--- config.mk ---
export PLATFORM = sky130hd
export DESIGN_NAME = rs_alloc_ctrl
export DESIGN_NICKNAME = d
export VERILOG_FILES = /design/src/rtl/rs_alloc_ctrl_pkg.sv /design/src/rtl/rs_alloc_ctrl_slot_pick.sv /design/src/rtl/rs_alloc_ctrl.sv
export SDC_FILE = /design/constraint.sdc
export NUM_CORES = 1
export LEC_CHECK = 0
export ABC_AREA = 1
export CAP_MARGIN = 15
export CORE_MARGIN = 5
export CORE_UTILIZATION = 48
export CTS_BUF_LIST = sky130_fd_sc_hd__clkbuf_8
export DETAILED_ROUTE_END_ITERATION = 7
export PLACE_DENSITY = 0.79
export SYNTH_ARGS = -nofsm -noshare
export SYNTH_HDL_FRONTEND = slang
export SYNTH_SLANG_ARGS = --single-unit
--- constraint.sdc ---
create_clock -name clock -period 4.4 [get_ports clock]
set_clock_uncertainty 0.1 [all_clocks]
set_input_delay 0.44 -clock clock [delete_from_list [all_inputs] [get_ports clock]]
set_output_delay 0.44 -clock clock [all_outputs]
set_load 0.03 [all_outputs]
--- src/rtl/rs_alloc_ctrl_pkg.sv ---
// Shared types and default sizing for the reservation-station allocation controller.
package rs_alloc_ctrl_pkg;

  localparam int RS_SZ = 16;
  localparam int N     = 2;

  typedef logic [$clog2(RS_SZ)-1:0]   RS_IDX;
  typedef logic [$clog2(RS_SZ+1)-1:0] RS_CNT;

endpackage

--- src/rtl/rs_alloc_ctrl_slot_pick.sv ---
// Multi-way priority encoder: returns up to WAYS lowest-indexed set bits of i_free,
// both as one-hot vectors and as encoded indices.
module rs_slot_pick
  import rs_alloc_ctrl_pkg::*;
#(
  parameter  int SIZE  = RS_SZ,
  parameter  int WAYS  = N,
  localparam int IDX_W = $clog2(SIZE)
) (
  input  logic [SIZE-1:0]                i_free,
  output logic [WAYS-1:0]                o_found,
  output logic [WAYS-1:0][SIZE-1:0]      o_onehot,
  output logic [WAYS-1:0][IDX_W-1:0]     o_idx
);

  // Each way takes the lowest remaining bit, then removes it for the next way.
  always_comb begin
    logic [SIZE-1:0] w_remain;
    w_remain = i_free;
    o_found  = '0;
    o_onehot = '0;
    o_idx    = '0;
    for (int j = 0; j < WAYS; j++) begin
      for (int i = SIZE - 1; i >= 0; i--) begin
        if (w_remain[i]) begin
          o_onehot[j]    = '0;
          o_onehot[j][i] = 1'b1;
          o_idx[j]       = IDX_W'(i);
          o_found[j]     = 1'b1;
        end
      end
      w_remain = w_remain & ~o_onehot[j];
    end
  end

endmodule

--- src/rtl/rs_alloc_ctrl.sv ---
// Reservation-station slot allocator: owns the occupancy bitmap, grants free entries
// to dispatch, reclaims issued entries and flushes everything on squash.
module rs_alloc_ctrl
  import rs_alloc_ctrl_pkg::*;
#(
  parameter  int SIZE        = RS_SZ,
  parameter  int DISPATCH_W  = N,
  parameter  int ALERT_DEPTH = N,
  localparam int IDX_W       = $clog2(SIZE),
  localparam int CNT_W       = $clog2(SIZE + 1)
) (
  input  logic                              clock,
  input  logic                              reset,
  input  logic [DISPATCH_W-1:0]             alloc_req,
  output logic [DISPATCH_W-1:0]             alloc_gnt,
  output logic [DISPATCH_W-1:0][IDX_W-1:0]  alloc_idx,
  input  logic [SIZE-1:0]                   free_mask,
  input  logic                              squash,
  output logic [SIZE-1:0]                   entry_valid,
  output logic [CNT_W-1:0]                  count,
  output logic [CNT_W-1:0]                  free_slots,
  output logic                              almost_full,
  output logic                              error
);

  logic [SIZE-1:0]                  r_valid;
  logic [CNT_W-1:0]                 r_count;
  logic                             r_error;

  logic [DISPATCH_W-1:0]            w_run;
  logic [DISPATCH_W-1:0]            w_found;
  logic [DISPATCH_W-1:0][SIZE-1:0]  w_onehot;
  logic [DISPATCH_W-1:0]            w_gnt;
  logic [SIZE-1:0]                  w_allocMask;
  logic [SIZE-1:0]                  w_rel;
  logic [SIZE-1:0]                  w_badFree;
  logic [CNT_W-1:0]                 w_countNext;

  rs_slot_pick #(
    .SIZE (SIZE),
    .WAYS (DISPATCH_W)
  ) u_pick (
    .i_free   (~r_valid),
    .o_found  (w_found),
    .o_onehot (w_onehot),
    .o_idx    (alloc_idx)
  );

  // Only the unbroken run of requests starting at slot 0 is honoured.
  always_comb begin
    logic w_still;
    w_still = 1'b1;
    w_run   = '0;
    for (int j = 0; j < DISPATCH_W; j++) begin
      w_still  = w_still & alloc_req[j];
      w_run[j] = w_still;
    end
  end

  assign w_gnt     = w_run & w_found & {DISPATCH_W{reset & ~squash}};
  assign alloc_gnt = w_gnt;

  always_comb begin
    w_allocMask = '0;
    for (int j = 0; j < DISPATCH_W; j++) begin
      if (w_gnt[j]) begin
        w_allocMask = w_allocMask | w_onehot[j];
      end
    end
  end

  assign w_rel       = free_mask & r_valid;
  assign w_badFree   = free_mask & ~r_valid;
  assign w_countNext = r_count + CNT_W'($countones(w_gnt)) - CNT_W'($countones(w_rel));

  // Allocations and releases never touch the same entry, so they merge freely.
  always_ff @(posedge clock or negedge reset) begin
    if (!reset) begin
      r_valid <= '0;
      r_count <= '0;
      r_error <= 1'b0;
    end else if (squash) begin
      r_valid <= '0;
      r_count <= '0;
    end else begin
      r_valid <= (r_valid | w_allocMask) & ~w_rel;
      r_count <= w_countNext;
      r_error <= r_error | (|w_badFree);
    end
  end

  assign entry_valid = r_valid;
  assign count       = r_count;
  assign error       = r_error;
  assign free_slots  = CNT_W'(SIZE) - r_count;
  assign almost_full = (r_count > CNT_W'(SIZE - ALERT_DEPTH));

endmodule

==> flow_summary.toml <==
[logic_synthesis]
syn_inst = 382
synthTopCellsByArea = "dfrtp_1, nand2_1, fa_1"
yosysTopAreaCell = "dfrtp_1"
avgSynthCellArea_um2 = 7.06
yosysWarnings = 0
ys_seq_area_frac = 0.204
synthDistinctLibCells = 39
synth_top_area_share = 0.204
synth-seq-cells = 22
syn-num-nets = 439
synth_area_um2 = 2700

[sta]
period_minus_slack_ns = 4.51
drv_slew = 0
max_slew_margin = 0.724
tightestPinTransition_ns = 0.409
setup_viol = 1
finalCritPeriodShare = 1.03
rsz0062_at_grt = "yes"
holdWs_ns = 0.400
setup_ws_ns = -0.110
hold_violations = 0
fmax_mhz = 222

[cts]
cts_max_level = 1
cts_hold_buf = 0
cts_buffer_depth = 2
cts.reportedPaths.clkPinSlew_ns = 0.10
clock-sinks = 22
cts_made_buffers = 3
cts_tree = "yes"
root_buffer = "clkbuf_8"
clkLatencyLatePin_ns = 0.28

[floorplanning]
io_pins = 59
core.rowCount = 27
die_w_um = 85.0
coreArea_um2 = 5470
dieArea_um2 = 7220
die_h_um = 85.0
initial_core_util = 0.493

[global_routing]
overflow = 0
antenna_found_initial = 0
use_met1 = 0.359
grt_max_degree = 23
top_usage_layer = "met2"
grtUsageTotal = 0.282
grt_pass1_wl_mm = 16.0
use_met3 = 0.0621
grt_pass1_vias = 3207
grt_util_met2 = 0.472

[detailed_routing]
drc_errors = 0
first_pass_iters = 5
wl_per_cell_um = 16.9
ant_nets = 0
vias = 3139
drt_iter0_drc = 196
via_per_inst = 5.38
drt-total-wl_mm = 9.88

[power_and_ir_drop]
p_int_w = 0.000561
p_leak_nw = 1.96
powerDensity_nw_per_um2 = 231
p_sw_frac = 0.407
pwr-share-seq = 0.257
power_frac_clock = 0.215
pwr-share-comb = 0.528
vdd_ir_drop_max_mv = 0.482
p_sw_w = 0.000385
power_w = 0.000946

[final_layout]
flow.area_growth_from_synthesis_pct = 52.0
drive_above_1_share = 0.289
final_common_cell = "nand2_1"
final_cells = 584
diodes = 0
final_area_um2 = 4100
layout.nets = 570
mostFrequentLayoutCells = "nand2_1, buf_4, inv_1"

[place]
port_buffers = 58
routabilityCongestion = 0.919
dp_hpwl_mm = 7.98
place_area_um2 = 3880
placed_cells = 572

[setup_path]
arrival_ns = 4.63
cp_max_fo = 3
cp-end-kind = "register"
cp_data_required_time_ns = 4.52
crit_type = "register to register"
start_kind = "register"

[job]
drv_cap = 0

[worst_hold_path]
min_path_type = "register to register"

[status]
status = "complete, but fails checks"
violations = "negative setup slack"
==> metal layers <==
metal,part of all wire,vias to the layer above
li1,-,1479
met1,0.41,1482
met2,0.48,156
met3,0.081,22
met4,0.031,0
met5,0,-
==> critical path, stage by stage (launching register included) <==
cell	delay, ns
dfrtp_2	0.42
buf_6	0.11
buf_4	0.10
nand2_2	0.05
nor2_2	0.09
nand2_1	0.10
o21ai_2	0.24
nand3_4	0.12
nor2_4	0.12
nand3_4	0.10
nand2_4	0.10
inv_6	0.03
fa_2	0.35
inv_2	0.07
fa_2	0.19
fa_1	0.42
inv_2	0.07
fa_1	0.41
ha_1	0.29
ha_2	0.17
inv_2	0.04
fa_2	0.32
xor2_1	0.18
a21oi_1	0.13
o21a_1	0.13
==> power groups by stage <==
stage	registers (W)	clock network [W]	logic, W
final	0.000243	0.000203	0.000500
after global routing	0.000246	0.000217	0.000549
after CTS	0.000242	0.000205	0.000502
after detailed placement	0.000247	0	0.000494
after global placement	0.000246	0	0.000482
after floorplan	0.000269	0	0.000285
==> worst paths after layout <==
path / startpoint / endpoint / slack, ns / depth (start not counted)
hold reg to reg: error / error / 0.40 / 1
min in group asynchronous: reset / entry_valid[3] / 0.50 / 2
setup / recovery: entry_valid[3] / count[4] / -0.11 / 24
hold / removal: error / error / 0.40 / 1
setup reg to reg: entry_valid[3] / count[4] / -0.11 / 24
max in group asynchronous: reset / entry_valid[6] / 3.40 / 2
==> cells by family (layout without fill, tap and decap cells) <==
group	Yosys count	count (layout)	synth area share
xor+xnor	7	7	0.0227
simple gates	167	167	0.287
buf+inv	86	216	0.127
flops	22	22	0.204
fa+ha+maj	36	36	0.209
compound gates	64	64	0.151
==> through the flow <==
| stage | worst slack (ns) | utilization | TNS (ns) |
|---|---|---|---|
| after floorplan | -0.192 | - | -0.247 |
| after global placement | -0.368 | 0.709 | -0.597 |
| after detailed placement | -0.452 | 0.709 | -0.740 |
| after CTS | -0.0930 | 0.737 | -0.0930 |
| after global routing | -0.274 | 0.749 | -0.357 |
| final | -0.110 | 0.749 | -0.110 |
==> state kept, by name (all words and copies together) (netlist names) <==
signal       flops
entry_valid     16
count            5
error            1
==> timing repair <==
action	4_1_cts	5_1_grt
buffers inserted	6	2
pin swaps	10	18
endpoints found under the setup margin	2	2
gates resized for setup	14	13
==> layout make-up <==
type                    instances  area, µm²
inverters                      79        308
flip-flops and latches         22        566
repair buffers                133       1150
multi-input cells             274       1920
clock buffers                   3       41.3
fillers                       445       1370
well taps                      72       90.1
clock inverters                 1       30.0
==> Yosys cell counts <==
master     n
nor2_4     3
o21a_1     2
clkinv_1   1
o211ai_1   1
nand2_4    1
a221oi_1   4
a22o_1     1
buf_2      2
inv_1     73
fa_1      15
nor2_1    26
nand4_1    3
nand3_2    4
xnor2_1    3
o21ai_0   15
inv_2      4
nand2_1   88
a21oi_1   27
a31oi_1    1
o21ai_4    2
xor2_1     4
o21ai_2    4
clkinv_2   1
buf_6      1
nor2_2     4
clkbuf_1   2
nand3_1   19
dfrtp_1   22
a311oi_1   1
o21bai_1   1
o31ai_1    2
nand2_2    8
nor3_1     9
ha_1      21
a211oi_1   1
nor4_1     1
buf_4      2
nand4_4    1
o311ai_0   2
Power figures use the tool's default switching activity.
